--- src/rtl/fft_s2p_buffer_if.sv ---
// -----------------------------------------------------------------------------
// fft_s2p_buffer_if
//   Bundles the serial sample input and the 8-lane parallel frame output of
//   fft_s2p_buffer. Sample values are two's-complement; they travel as plain
//   bit vectors because the buffer never does arithmetic on them.
//
//   Parameters
//     NB_DATA        width of each real/imag sample
//   Signals
//     i_valid        input sample valid
//     i_data_r/_i    input sample real / imag part
//     o_ready        buffer can take a sample this cycle
//     o_data_r/_i    frame lanes 0..7, real / imag parts
//     o_valid        frame on o_data_* is valid
//     i_ready        downstream takes the frame this cycle
//     o_frame_done   one-cycle pulse the cycle after a frame finishes filling
//   Modports
//     slave          buffer side (takes samples, drives the frame)
//     master         environment side (drives samples, takes the frame)
// -----------------------------------------------------------------------------
interface fft_s2p_buffer_if #(
    parameter int NB_DATA = 8
);
    logic               i_valid;
    logic [NB_DATA-1:0] i_data_r;
    logic [NB_DATA-1:0] i_data_i;
    logic               o_ready;
    logic [NB_DATA-1:0] o_data_r [8];
    logic [NB_DATA-1:0] o_data_i [8];
    logic               o_valid;
    logic               i_ready;
    logic               o_frame_done;

    modport slave (
        input  i_valid,
        input  i_data_r,
        input  i_data_i,
        output o_ready,
        output o_data_r,
        output o_data_i,
        output o_valid,
        input  i_ready,
        output o_frame_done
    );

    modport master (
        output i_valid,
        output i_data_r,
        output i_data_i,
        input  o_ready,
        input  o_data_r,
        input  o_data_i,
        input  o_valid,
        output i_ready,
        input  o_frame_done
    );
endinterface

--- src/rtl/fft_s2p_buffer.sv ---
// -----------------------------------------------------------------------------
// fft_s2p_buffer
//   Input stage of the parallel FFT. Collects a serial stream of complex
//   samples into frames of 8 and presents each frame on 8 parallel lanes to
//   the 8-point butterfly. Two banks ping-pong: one fills while the other is
//   held for downstream. Frames leave in fill order; nothing is dropped.
//
//   Configuration macro
//     FFT_S2P_BITREV_EN  defined: sample k is stored on lane bitrev3(k)
//                        (decimation-in-time order 0,4,2,6,1,5,3,7).
//                        undefined: sample k is stored on lane k.
//
//   Ports
//     i_clock   clock, all state updates on the rising edge
//     i_reset   synchronous active-high reset
//     bus       fft_s2p_buffer_if.slave (sample input, frame output)
// -----------------------------------------------------------------------------
module fft_s2p_buffer #(
    parameter int NB_DATA = 8
) (
    input  logic                  i_clock,
    input  logic                  i_reset,
    fft_s2p_buffer_if.slave       bus
);
    localparam int NB_LANES = 8;

    logic [NB_DATA-1:0] bank_r_reg [2][NB_LANES];
    logic [NB_DATA-1:0] bank_i_reg [2][NB_LANES];
    logic [1:0]         full_reg;
    logic [1:0]         full_next;
    logic               wr_bank_reg;
    logic               rd_bank_reg;
    logic [2:0]         wr_idx_reg;
    logic               frame_done_reg;

    logic               accept;
    logic               release_frame;
    logic               complete;
    logic [2:0]         wr_slot;

    // Handshake terms depend on registered state only, so o_ready and o_valid
    // never combinationally follow i_valid or i_ready.
    assign accept        = bus.i_valid & ~full_reg[wr_bank_reg];
    assign release_frame = full_reg[rd_bank_reg] & bus.i_ready;
    assign complete      = accept & (wr_idx_reg == 3'd7);

    always_comb begin
        wr_slot = wr_idx_reg;
`ifdef FFT_S2P_BITREV_EN
        wr_slot = {wr_idx_reg[0], wr_idx_reg[1], wr_idx_reg[2]};
`endif
    end

    // A fill can only complete on the empty write bank and a release only
    // acts on the full read bank, so the two updates never hit the same bit.
    always_comb begin
        full_next = full_reg;
        if (release_frame) begin
            full_next[rd_bank_reg] = 1'b0;
        end
        if (complete) begin
            full_next[wr_bank_reg] = 1'b1;
        end
    end

    always_ff @(posedge i_clock) begin
        if (i_reset) begin
            full_reg       <= '0;
            wr_bank_reg    <= 1'b0;
            rd_bank_reg    <= 1'b0;
            wr_idx_reg     <= '0;
            frame_done_reg <= 1'b0;
        end else begin
            full_reg       <= full_next;
            frame_done_reg <= complete;
            if (accept) begin
                wr_idx_reg <= wr_idx_reg + 3'd1;
            end
            if (complete) begin
                wr_bank_reg <= ~wr_bank_reg;
            end
            if (release_frame) begin
                rd_bank_reg <= ~rd_bank_reg;
            end
        end
    end

    // One register pair per bank/lane, each with its own write enable.
    genvar gb, gi;
    generate
        for (gb = 0; gb < 2; gb++) begin : g_bank
            for (gi = 0; gi < NB_LANES; gi++) begin : g_lane
                logic wr_en;
                assign wr_en = accept
                             & (wr_bank_reg == gb[0])
                             & (wr_slot == gi[2:0]);

                always_ff @(posedge i_clock) begin
                    if (i_reset) begin
                        bank_r_reg[gb][gi] <= '0;
                        bank_i_reg[gb][gi] <= '0;
                    end else if (wr_en) begin
                        bank_r_reg[gb][gi] <= bus.i_data_r;
                        bank_i_reg[gb][gi] <= bus.i_data_i;
                    end
                end
            end
        end
    endgenerate

    // Lanes read as zero whenever no frame is being offered.
    generate
        for (gi = 0; gi < NB_LANES; gi++) begin : g_out
            assign bus.o_data_r[gi] = full_reg[rd_bank_reg] ? bank_r_reg[rd_bank_reg][gi] : '0;
            assign bus.o_data_i[gi] = full_reg[rd_bank_reg] ? bank_i_reg[rd_bank_reg][gi] : '0;
        end
    endgenerate

    assign bus.o_ready      = ~full_reg[wr_bank_reg];
    assign bus.o_valid      = full_reg[rd_bank_reg];
    assign bus.o_frame_done = frame_done_reg;

endmodule

--- src/flat_wrapper.sv ---
// flat-port wrapper written by rule: the top's interface ports become plain ports
module fft_s2p_buffer_flat 
#(
    parameter int NB_DATA = 8
)
  (i_clock, i_reset, bus_i_valid, bus_i_data_r, bus_i_data_i, bus_o_ready, bus_o_data_r, bus_o_data_i, bus_o_valid, bus_i_ready, bus_o_frame_done);
  fft_s2p_buffer_if #(.NB_DATA(NB_DATA)) bus_i ();
  input  logic i_clock;
  input  logic i_reset;
  input wire logic [$bits(bus_i.i_valid)-1:0] bus_i_valid;
  input wire logic [$bits(bus_i.i_data_r)-1:0] bus_i_data_r;
  input wire logic [$bits(bus_i.i_data_i)-1:0] bus_i_data_i;
  output wire logic [$bits(bus_i.o_ready)-1:0] bus_o_ready;
  output wire logic [$bits(bus_i.o_data_r)-1:0] bus_o_data_r;
  output wire logic [$bits(bus_i.o_data_i)-1:0] bus_o_data_i;
  output wire logic [$bits(bus_i.o_valid)-1:0] bus_o_valid;
  input wire logic [$bits(bus_i.i_ready)-1:0] bus_i_ready;
  output wire logic [$bits(bus_i.o_frame_done)-1:0] bus_o_frame_done;
  assign bus_i.i_valid = bus_i_valid;
  assign bus_i.i_data_r = bus_i_data_r;
  assign bus_i.i_data_i = bus_i_data_i;
  assign bus_o_ready = bus_i.o_ready;
  assign bus_o_data_r = {>>{bus_i.o_data_r}};
  assign bus_o_data_i = {>>{bus_i.o_data_i}};
  assign bus_o_valid = bus_i.o_valid;
  assign bus_i.i_ready = bus_i_ready;
  assign bus_o_frame_done = bus_i.o_frame_done;
  fft_s2p_buffer #(.NB_DATA(NB_DATA)) u_core (.i_clock(i_clock), .i_reset(i_reset), .bus(bus_i));
endmodule
--- config.mk ---
export PLATFORM = sky130hd
export DESIGN_NAME = fft_s2p_buffer_flat
export DESIGN_NICKNAME = d
export VERILOG_FILES = /design/src/rtl/fft_s2p_buffer_if.sv /design/src/rtl/fft_s2p_buffer.sv /design/src/flat_wrapper.sv
export SDC_FILE = /design/constraint.sdc
export NUM_CORES = 1
export LEC_CHECK = 0
export CORE_MARGIN = 2
export CORE_UTILIZATION = 35
export DETAILED_ROUTE_END_ITERATION = 10
export SYNTH_ARGS = -nofsm -noshare
export SYNTH_HDL_FRONTEND = slang
export SYNTH_SLANG_ARGS = --single-unit
--- constraint.sdc ---
create_clock -name i_clock -period 4.2 [get_ports i_clock]
set_clock_uncertainty 0.05 [all_clocks]
set_input_delay 0.63 -clock i_clock [delete_from_list [all_inputs] [get_ports i_clock]]
set_output_delay 0.63 -clock i_clock [all_outputs]
set_load 0.01 [all_outputs]
Yosys cells after proc, flatten, opt, wreduce, memory -nomap -nowiden

Memories as Yosys holds them, arrays and structs flattened. A register that Yosys moved wholly into a read port is not among the register bits.
Index checks and enable logic that the tools add are counted.

Word-level logic and storage cells: 193
Latch bits: 0
Output and inout port bits: 131
Input bits: 20
Memories kept: 2
Bits in writable memories: 256
Register bits after elaboration: 8
Memory bits (read-only): 0

$mul: 0
Eq/ne operators: 7
Bitwise gates (word level): 59
Shift-type cells: 0
$add $sub $neg: 1
Reduce and logical (&&, ||, !) cells: 3
Order comparisons: 4
Multiplexer cells: 112
Divide/modulo/power cells: 0

Memories:

| name              | words | width | rd ports | clocked after memory_dff | wr ports | line                 | text |
|---|---|---|---|---|---|---|---|
| u_core.bank_i_reg | 2     | 64    | 1        | 1                        | 2        | fft_s2p_buffer.sv:28 | `logic [NB_DATA-1:0] bank_i_reg [2][NB_LANES];` |
| u_core.bank_r_reg | 2     | 64    | 1        | 1                        | 2        | fft_s2p_buffer.sv:27 | `logic [NB_DATA-1:0] bank_r_reg [2][NB_LANES];` |

Operators by type and width:

| cell                  | number |
|---|---|
| $mux W8               | 48 |
| $mux W1               | 60 |
| $or A1 B1 Y1          | 32 |
| $and A1 B1 Y1         | 21 |
| $eq A3 B3 Y1 const B  | 4 |
| $eq A3 B2 Y1 const B  | 2 |
| $lt A1 B2 Y1 const B  | 2 |
| $mux W2               | 2 |
| $add A3 B1 Y3 const B | 1 |
| $eq A3 B1 Y1 const B  | 1 |
| $logic_not A3 Y1      | 1 |
| $not A1 Y1            | 3 |
| $and A2 B2 Y2         | 1 |
| $demux W1 S1          | 2 |
| $ge A1 B1 Y1 const B  | 2 |
| $logic_and A1 B1 Y1   | 2 |
| $not A2 Y2            | 1 |
| $or A2 B2 Y2          | 1 |

Longest topological paths before layout

Gate-level depths: netlist of the first run.

Word-level depth: 10
Depth in mapped cells: 7
Mapped depth without buffers: 5

Worst setup path after synthesis of the first run

Ideal clock, no wire load.

Path kind: input to register
Start: input bus_i_valid
End: memory u_core.bank_i_reg[0][0] (netlist bit), enable pin
Data required time: 3.736 ns
Library setup time: 0.414 ns
Setup slack: 1.534 ns
Data arrival time: 2.201 ns
Stages on the path: 3
Path buffers: 1
Cell sequence: buf_4 nand2_1 o31ai_1

RTL lines:

| what        | line                 | text |
|---|---|---|
| from (decl) | flat_wrapper.sv:10   | `input wire logic [$bits(bus_i.i_valid)-1:0] bus_i_valid;` |
| to (decl)   | fft_s2p_buffer.sv:28 |  |

Worst setup path after layout of the first run

Start: register u_core.full_reg[0]
End: output bus_o_data_i[2]

Word-level cells in the longest chain between the ends: 3

RTL lines:

| what                                        | line                  | text |
|---|---|---|
| from (decl)                                 | fft_s2p_buffer.sv:29  | `logic [1:0] full_reg;` |
| from (signal assigned)                      | fft_s2p_buffer.sv:74  | `full_reg <= full_next;` |
| $mux W1 (not written as such) (2 in series) | fft_s2p_buffer.sv:115 | `assign bus.o_data_i[gi] = full_reg[rd_bank_reg] ? bank_i_reg[rd_bank_reg][gi] : '0;` |
| $mux W8                                     | fft_s2p_buffer.sv:115 |  |
| to (decl)                                   | flat_wrapper.sv:15    | `output wire logic [$bits(bus_i.o_data_i)-1:0] bus_o_data_i;` |

No other way between the ends. The select of a mux whose other input is x is not followed.

==> flow_summary.toml, run 1 <==
[synthesis]
netlist_area_um2 = 12200
synth-main-ff-cell = "edfxtp_1"
ys_warn_count = 0
synthArstFlopShare_pct = 0
yosysSeqAreaShare_pct = 64.3
ys_types = 37
syn-num-nets = 951
synth_area_per_cell_um2 = 13.2
synth_top_area_share_pct = 62.8
yosys.area.top_type = "edfxtp_1"
synthCells = 925
ys_ff_latch = 265
synth_area_leaders = "edfxtp_1, and2_1, mux2i_1"
synth-edff-count = 256

[layout]
utilization_pct = 43.8
fillerInstances = 3179
synthToLayoutAreaGrowth_pct = 23.3
final_common_cell = "and2_1"
final_cell_mix = "and2_1, edfxtp_1, clkdlybuf4s50_1, nor2_1, mux2i_1"
drive_above_1_share_pct = 7.86
final_nets = 1074

[worst_setup_path]
critPathLaunchType = "flip-flop"
cp_slowest_cell = "dfxtp_1"
crit_type = "flip-flop to primary output"
cp_cell_sequence = "mux2i_4, buf_12, nor2_1, clkdlybuf4s50_1"
worstPathRequired_ns = 3.52
worstPathArrival_ns = 3.10
end_kind = "primary output"
path_max_fanout = 60
slowest_delay_ns = 0.92

[route]
drtIter0Drc = 486
ant_nets = 0
wirelength_um = 30500
viasPerCell = 4.74
drc = 0
num_vias = 7227
drt_pass1_iterations = 4
avgRoutedWirePerCell_um = 20.0

[global_routing]
antenna_found_initial = 1
track_usage_pct = 16.6
grt_pass1_wl_um = 44900
grt_max_degree = 84
grt_pass1_vias = 7285
gr-total-overflow = 0

[clocking]
ctsResizeCount = 0
cts_inserted_buffers = 28
clkSlewWorstSetupHoldPaths_ns = 0.06
hold_buffers = 0
clock_path_buffers = 3
cts_setup_buffers = 0
cts_tree = "yes"
clock_latency_ns = 0.54
root_buffer = "clkbuf_16"
cts.sinks = 265
htree_levels = 1

[timing]
relSlewSlack_pct = 33.0
timing.setup.tns_ns = 0
fin_crit_ns = 3.78
rsz0062_at_grt = "false"
fmax_mhz = 265
fin_ws_ns = 0.422
setup_violations = 0
drv_slew = 0
worst_slew_pin_slew_ns = 0.999
final.period_utilization_pct = 89.9
hold_viol = 0

[die]
ios = 151
die_x_um = 191
initial_core_util_pct = 35.5
core_region_area_um2 = 34500
std_cell_rows = 68
die_h_um = 191
die-area_um2 = 36500

[placement]
port_buffers = 150
globalplace.congestion = 0.773
hpwl_um = 18500
place_ws_ns = 0.942

[hold_path]
hold_class = "flip-flop to flip-flop"

[power]
leakagePower_nw = 5.14
internal-power_w = 0.00457
p_sw_share_pct = 21.3
p_sw_w = 0.00124
p_per_area_nw_per_um2 = 385
pwr-share-clk_pct = 43.3
p_seq_share_pct = 52.3
ir_worst_vdd_mv = 0.277
pwr-share-comb_pct = 4.4

[job]
cap_violations = 0

[status]
outcome = "completed"
metrics by stage:
| stage | total power (W) | instances | area (µm²) | hold slack [ns] |
|---|---|---|---|---|
| after floorplan | 0.00322 | 925 | 12200 | 0.420 |
| after global placement | 0.00335 | 1473 | 14200 | 0.455 |
| after detailed placement | 0.00336 | 1473 | 14200 | 0.458 |
| after CTS | 0.00587 | 1524 | 15100 | 0.469 |
| after global routing | 0.00599 | 1524 | 15100 | 0.544 |
| final | 0.00581 | 1526 | 15100 | 0.467 |
power by group through the flow:
stage               combinational, W  clock, W  sequential (W)
floorplan                   0.000141         0         0.00308
global placement            0.000261         0         0.00309
detailed placement          0.000263         0         0.00310
CTS                         0.000264   0.00256         0.00304
global route                0.000279   0.00266         0.00305
finish                      0.000256   0.00252         0.00304
routing by layer:
metal  vias up  wire (µm)  track usage [%]
li1       3451          -                -
met1      3560      14300             23.2
met2       170      14300             26.9
met3        44       1260             2.31
met4         2        630             4.56
met5         -         11                0
critical path, delay by kind of cell, from the launching register on:
family	cells	cell delay [ns]
buf+inv	2	0.91
flops	1	0.92
mux	1	0.45
simple gates	1	0.23
layout make-up:
class                   count  area, µm²  area share (%)
well taps                 455        569            3.77
clock buffers              33        741            4.91
diodes                      2       5.00          0.0332
repair buffers            161       1630            10.8
flip-flops and latches    265       7870            52.2
clock inverters            18        188            1.24
inverters                   5       18.8           0.124
multi-input cells         587       4070            26.9
worst paths after layout:
kind                                           from                                      to  slack, ns  depth (start not counted)
setup reg to reg    u_core.wr_bank_reg$_SDFFE_PP0N_  u_core.bank_i_reg[1][45]$_SDFFCE_PN0P_       1.60                          3
setup / recovery      u_core.full_reg[0]$_SDFF_PP0_                         bus_o_data_i[2]       0.42                          4
hold / removal    u_core.wr_idx_reg[0]$_SDFFE_PP0N_       u_core.wr_idx_reg[0]$_SDFFE_PP0N_       0.47                          2
hold reg to reg   u_core.wr_idx_reg[0]$_SDFFE_PP0N_       u_core.wr_idx_reg[0]$_SDFFE_PP0N_       0.47                          2
cells by family (layout without fill, tap and decap cells):
family / after synthesis / after routing / share of synthesized area, %
AO/OA/AOI/OAI: 25 / 25 / 1.51
other: 0 / 2 / 0
buffers and inverters: 73 / 217 / 2.78
AND/OR/NAND/NOR: 426 / 426 / 20.2
multiplexers: 130 / 130 / 10.7
flip-flops: 265 / 265 / 64.3
adder cells (fa/ha/maj): 6 / 6 / 0.613
Yosys cell counts, types with 2 or more instances:
| cell | instances |
|---|---|
| ha_1 | 6 |
| and2_1 | 257 |
| nand2b_1 | 5 |
| nand3b_4 | 2 |
| nor3_2 | 10 |
| edfxtp_1 | 256 |
| a21o_1 | 12 |
| o21ai_0 | 2 |
| mux2i_1 | 129 |
| a311oi_1 | 2 |
| dfxtp_1 | 9 |
| clkbuf_1 | 22 |
| inv_1 | 4 |
| nand4_1 | 2 |
| nand2_1 | 5 |
| buf_2 | 35 |
| nor2_1 | 132 |
| a21oi_1 | 2 |
| buf_1 | 6 |
| a31o_2 | 2 |
| buf_4 | 4 |
| o31ai_1 | 3 |
| nor4_4 | 4 |
Power figures use the tool's default switching activity.
==> run 2, diff against run 1 <==
--- a/config.mk
+++ b/config.mk
@@ -5,7 +5,6 @@
 export SDC_FILE = /design/constraint.sdc
 export NUM_CORES = 1
 export LEC_CHECK = 0
-export CORE_MARGIN = 2
 export CORE_UTILIZATION = 35
 export DETAILED_ROUTE_END_ITERATION = 10
 export SYNTH_ARGS = -nofsm -noshare
==> run 2 against run 1 <==
Net effect: via count rose by 0.42%; design area fell by 0.44%; global-route usage is 0.055 points higher; wire length is 1.5% lower; largest power group unchanged; clock-buffer cell count increased by 6.
==> flow_summary.toml, run 2 (synthesis results as in run 1) <==
[timing]
final.period_utilization_pct = 84.1
drv_slew = 0
worst_slew_pin_slew_ns = 1.01
setup_violations = 0
fmax_mhz = 283
hold_viol = 0
fin_crit_ns = 3.53
rsz0062_at_grt = "false"
relSlewSlack_pct = 32.2
timing.setup.tns_ns = 0

[layout]
final_cell_mix = "and2_1, edfxtp_1, clkdlybuf4s50_1, nor2_1, mux2i_1"
fin_area_um2 = 15000
multi_input_area_um2 = 4070
antennaDiodeCount = 0
final_nets = 1073
final_common_cell = "and2_1"
seqCellArea_um2 = 7870
drive_above_1_share_pct = 7.48
synthToLayoutAreaGrowth_pct = 22.7
fillerInstances = 3153

[route]
avgRoutedWirePerCell_um = 19.7
drc = 0
num_vias = 7257
wirelength_um = 30000
ant_nets = 0
drtIter0Drc = 470
viasPerCell = 4.76
drt_pass1_iterations = 5

[worst_setup_path]
worstPathArrival_ns = 2.85
end_kind = "primary output"
path_max_fanout = 55
critPathLaunchType = "flip-flop"
worstPathRequired_ns = 3.52
crit_type = "flip-flop to primary output"

[clocking]
cts_setup_buffers = 0
clock_path_buffers = 3
cts.sinks = 265
htree_levels = 1
clock_latency_ns = 0.55
ctsResizeCount = 0
cts_inserted_buffers = 29
hold_buffers = 0
clkSlewWorstSetupHoldPaths_ns = 0.06
root_buffer = "clkbuf_16"
cts_tree = "yes"

[status]
outcome = "completed"

[global_routing]
track_usage_pct = 16.6
gr-total-overflow = 0
grtUsageMet3_pct = 2.32
met2_usage_pct = 26.9
grt-busiest-layer = "met2"
grtUsageMet1_pct = 23.5
grt_pass1_wl_um = 44400
grt_pass1_vias = 7161
grt_max_degree = 56
antenna_found_initial = 0

[die]
ios = 151
initial_core_util_pct = 35.5
die_h_um = 189
core_region_area_um2 = 34500
die-area_um2 = 35700
die_x_um = 189
std_cell_rows = 68

[placement]
hpwl_um = 18500
globalplace.congestion = 0.757
port_buffers = 150
postPlaceCellArea_um2 = 14100

[power]
leakagePower_nw = 5.10
p_per_area_nw_per_um2 = 382
ir_worst_vdd_mv = 0.290

[job]
cap_violations = 0

[hold_path]
hold_class = "flip-flop to flip-flop"
==> run 2: changes by cell type in the layout (fill, tap and decap cells not counted) <==
cell and change:
buf_12 -2, bufinv_16 -2, clkbuf_1 +5, clkbuf_8 +1, clkinv_2 -4, diode_2 -2
inv_6 +3
==> run 2: stage by stage <==
step / util, % / instances / setup WS (ns) / total power, W / hold slack [ns]
final: 43.6 / 1525 / 0.668 / 0.00574 / 0.480
after global routing: 43.6 / 1525 / 0.454 / 0.00592 / 0.521
after global placement: 41.0 / 1471 / 1.01 / 0.00335 / 0.450
after CTS: 43.6 / 1525 / 0.573 / 0.00579 / 0.488
after floorplan: - / 925 / 1.53 / 0.00322 / 0.420
after detailed placement: 41.0 / 1471 / 0.955 / 0.00336 / 0.481
==> run 2: final cells by class <==
type	count	share of cell area (%)
Sequential cell	265	52.4
Inverter	5	0.125
Multi-Input combinational cell	587	27.1
Clock buffer	39	5.15
Timing Repair Buffer	159	10.6
Clock inverter	15	0.891
Tap cell	455	3.79
==> run 2: where the power goes <==
| group | total (W) | internal (W) | switching [W] |
|---|---|---|---|
| clock network | 0.00245 | 0.00142 | 0.00104 |
| logic | 0.000254 | 0.0000684 | 0.000185 |
| registers | 0.00304 | 0.00301 | 0.0000330 |
==> run 2: worst max-delay path, cell delays in order (launching register included) <==
cell	delay, ns
dfxtp_1	0.91
mux2i_4	0.17
buf_4	0.37
nor2_1	0.26
clkdlybuf4s50_1	0.58
==> run 2: final timing paths <==
kind              slack [ns]                                      to  cells past startpoint                              start
setup / recovery        0.67                        bus_o_data_i[15]                      4      u_core.full_reg[0]$_SDFF_PP0_
hold reg to reg         0.48       u_core.wr_idx_reg[0]$_SDFFE_PP0N_                      2  u_core.wr_idx_reg[0]$_SDFFE_PP0N_
hold / removal          0.48       u_core.wr_idx_reg[0]$_SDFFE_PP0N_                      2  u_core.wr_idx_reg[0]$_SDFFE_PP0N_
setup reg to reg        1.70  u_core.bank_r_reg[1][42]$_SDFFCE_PN0P_                      3    u_core.wr_bank_reg$_SDFFE_PP0N_
==> run 2: layer usage <==
metal | vias up | routed length (µm)
met1 | 3595 | 14100
met3 | 39 | 1280
li1 | 3448 | -
met5 | - | 0
met2 | 175 | 14000
met4 | 0 | 645
==> RTL edit 1: new RTL, settings of run 1 <==
`NB_DATA` is set to 8 in 3 places; all go to 9.
--- a/src/rtl/fft_s2p_buffer_if.sv
+++ b/src/rtl/fft_s2p_buffer_if.sv
@@ -19,7 +19,7 @@
 //     master         environment side (drives samples, takes the frame)
 // -----------------------------------------------------------------------------
 interface fft_s2p_buffer_if #(
-    parameter int NB_DATA = 8
+    parameter int NB_DATA = 9
 );
     logic               i_valid;
     logic [NB_DATA-1:0] i_data_r;
--- a/src/rtl/fft_s2p_buffer.sv
+++ b/src/rtl/fft_s2p_buffer.sv
@@ -16,7 +16,7 @@
 //     bus       fft_s2p_buffer_if.slave (sample input, frame output)
 // -----------------------------------------------------------------------------
 module fft_s2p_buffer #(
-    parameter int NB_DATA = 8
+    parameter int NB_DATA = 9
 ) (
     input  logic                  i_clock,
     input  logic                  i_reset,
--- a/src/flat_wrapper.sv
+++ b/src/flat_wrapper.sv
@@ -1,7 +1,7 @@
 // flat-port wrapper written by rule: the top's interface ports become plain ports
 module fft_s2p_buffer_flat 
 #(
-    parameter int NB_DATA = 8
+    parameter int NB_DATA = 9
 )
   (i_clock, i_reset, bus_i_valid, bus_i_data_r, bus_i_data_i, bus_o_ready, bus_o_data_r, bus_o_data_i, bus_o_valid, bus_i_ready, bus_o_frame_done);
   fft_s2p_buffer_if #(.NB_DATA(NB_DATA)) bus_i ();
Interface: changed (resized bus_i_data_i, bus_i_data_r, bus_o_data_i and bus_o_data_r); port bits go from 151 to 169. The function was not compared with the original's and may differ.
==> RTL edit 1 against run 1 <==
  * Count of clock-buffer cells in the layout increased by 9
  * Final area increased by 10%
  * Sequential cell count increased by 32
  * Critical path type unchanged
  * Global-route usage decreased by 0.061 points
  * Routed wire length increased by 11%
  * Setup slack improved by 0.29 ns
  * Power increased by 4.8%
  * Area after synthesis increased by 11%
==> RTL edit 1: results <==
[finish]
nets = 1204
clock_buffers = 42
drive_gt1_frac = 0.0627
layoutNonFillerInstCount = 1716
multi_input_area_share = 0.264
nonClkBufAreaFrac = 0.113
fillers = 3594
nMultiInputCombCells = 652
n_all_buffers = 189
multi_input_area_um2 = 4400
clk_share = 0.0525
sh_seq_area = 0.530

[grt]
grt_pass1_wl_mm = 50.3
grt.total_usage = 0.165
grt_max_degree = 98
grt_pass1_vias = 8129
antenna_found_initial = 3

[drt]
dr.pass1.iters = 5
wl_mm = 33.8
drt_iter0_drc = 539
viasPerCell = 4.65

[placed_design]
portBuffers = 168
gp_congestion = 0.764
dp.cells = 1661
pre_cts_slack_ns = 1.07
place_area_um2 = 15800
dpl.hpwl_mm = 21.1

[critical_path]
rrSetupSlack_ns = 1.78
cp_max_fo = 46
timing.rr.end = u_core.bank_i_reg[1][48]
cp_data_arrival_time_ns = 2.81
cp-endpoint = bus_o_data_r[37]

[sta]
whs_ns = 0.451
layout_setup_ws_ns = 0.714
worst_pin_slew_ns = 1.04

[yosys]
ys_ff_latch = 297
yosys.cell_types.count = 33
synth_edf_count = 288
synth_fa_ha_area_frac = 0.00554
seq_area_frac_synth = 0.652
synth_compound_gate_area_share = 0.0140
avgSynthCellArea_um2 = 13.2
synthTopCellsByCount = and2_1 (289), edfxtp_1 (288), nor2_1 (153)
syn_nets = 1054
yosys-top-cells-area = edfxtp_1 (64%), and2_1 (13%), mux2i_1 (11%)

[cts]
cts.reportedPaths.clkPinSlew_ns = 0.06
cts_buffers = 31

[status]
outcome = completed
==> RTL edit 1: cell types whose count changed after synthesis, sizes merged, moves of 2 or more <==
cell | run 1 | this run
buf | 46 | 28
nor2 | 133 | 155
nor4 | 4 | 2
nand4bb | 0 | 4
nand3b | 3 | 1
edfxtp | 256 | 288
and2 | 257 | 289
clkbuf | 22 | 44
nor3 | 11 | 8
mux2i | 130 | 146
==> RTL edit 1: metal layers <==
metal,global-route usage,part of all wire,up-vias
li1,-,-,3837
met5,0,0.00033,-
met4,0.0413,0.020,2
met1,0.220,0.44,3924
met2,0.284,0.50,173
met3,0.0240,0.043,47
==> RTL edit 1: report_power, final <==
group          switching, mW  internal, mW
logic                  0.200        0.0751
clock network           1.06          1.35
registers             0.0355          3.37
total                   1.30          4.79
==> RTL edit 1: worst max-delay path: stages, from the launching register on <==
cell	delay, ns
dfxtp_4	0.92
buf_12	0.31
mux2i_1	0.39
nor2_1	0.07
clkdlybuf4s50_1	0.49
==> RTL edit 2: new RTL, flow settings as in run 1 <==
Without the edit above. Add a define of `FFT_S2P_BITREV_EN`.
--- a/src/rtl/fft_s2p_buffer.sv
+++ b/src/rtl/fft_s2p_buffer.sv
@@ -15,6 +15,8 @@
 //     i_reset   synchronous active-high reset
 //     bus       fft_s2p_buffer_if.slave (sample input, frame output)
 // -----------------------------------------------------------------------------
+`define FFT_S2P_BITREV_EN
+
 module fft_s2p_buffer #(
     parameter int NB_DATA = 8
 ) (
Function: not settled (the Yosys comparison gave no result); the edit may change what the design does.
==> RTL edit 2 against run 1 <==
  * Count of clock-buffer cells in the layout up 5
  * Power decreased by 4.5%
  * Area after synthesis decreased by 4.1%
  * Combinational power increased by 5%
  * Final area fell by 5.5%
  * Sequential cell count unchanged
  * Setup slack gained 0.34 ns
  * Sequential share of layout area up 3.0 points
  * Routed wire length decreased by 2.6%
  * Core utilization down 0.94 points
  * Critical path depth did not move
  * Global-route usage about the same
==> RTL edit 2: results <==
[finish]
drive_gt1_frac = 0.0549
nMultiInputCombCells = 634
nonClkBufAreaFrac = 0.110
num_antenna_cells = 0
sh_seq_area = 0.552
clk_share = 0.0582
layoutNonFillerInstCount = 1559
multi_input_area_um2 = 3420
fillers = 3132

[drt]
dr.pass1.iters = 6
wl_per_cell_um = 19.0
met1_length_mm = 12.9
wl_met2_mm = 13.8
top_layer = met4

[yosys]
synthTopCellsByCount = nor2_1 (387), edfxtp_1 (256), mux2i_1 (130)
seq_area_frac_synth = 0.670
synthCells = 966
muxShareOfSynthArea = 0.112
synth_fa_ha_area_frac = 0.00213

[power]
clock_power_share = 0.406
static-leakage-power_nw = 4.55
powerComb_mw = 0.268
ir_drop_uv = 280

[critical_path]
cp_data_arrival_time_ns = 2.76
cp_max_fo = 31
cp-endpoint = bus_o_data_i[21]
slowest_stage = dfxtp_4
rrSetupSlack_ns = 1.77
crit_path_max_incr_delay_ns = 0.70
rr_startpoint = u_core.wr_idx_reg[0]
timing.rr.end = u_core.bank_r_reg[0][18]

[grt]
grt_pass1_wl_mm = 44.0
grt_pass1_vias = 7405
grtUsageMet2 = 0.267
antenna_found_initial = 0
use_met1 = 0.225

[status]
outcome = completed

[min_path]
hold_start = u_core.wr_idx_reg[1]
holdPathEnd = u_core.wr_idx_reg[1]

[cts]
cts_buffers = 29

[placed_design]
gp_congestion = 0.733
==> RTL edit 2: cell types whose count changed after synthesis, moves of 4 or more <==
| cell | change |
|---|---|
| clkbuf_1 | -11 |
| buf_6 | +23 |
| buf_1 | -5 |
| buf_2 | -9 |
| nor4_4 | -4 |
| ha_1 | -4 |
| and2_1 | -255 |
| nand2_1 | +60 |
| nand2_4 | +4 |
| nor2_1 | +255 |
| nor3_2 | -10 |
==> RTL edit 2: worst reg2reg max path, stage by stage, from the launching register on <==
cell and delay (ns):
dfxtp_1 0.44, nor2b_2 0.78, a21o_1 0.77
==> RTL edit 2: stage by stage <==
step	utilization	hold slack, ns	power (mW)	setup slack [ns]	area, um^2
5_1_grt	0.429	0.546	5.73	0.595	14300
6_report	0.429	0.515	5.55	0.760	14300
2_1_floorplan	-	0.444	3.23	2.22	11700
3_3_place_gp	0.404	0.485	3.35	1.23	13400
4_1_cts	0.429	0.496	5.60	0.665	14300
3_5_place_dp	0.404	0.485	3.36	1.19	13400
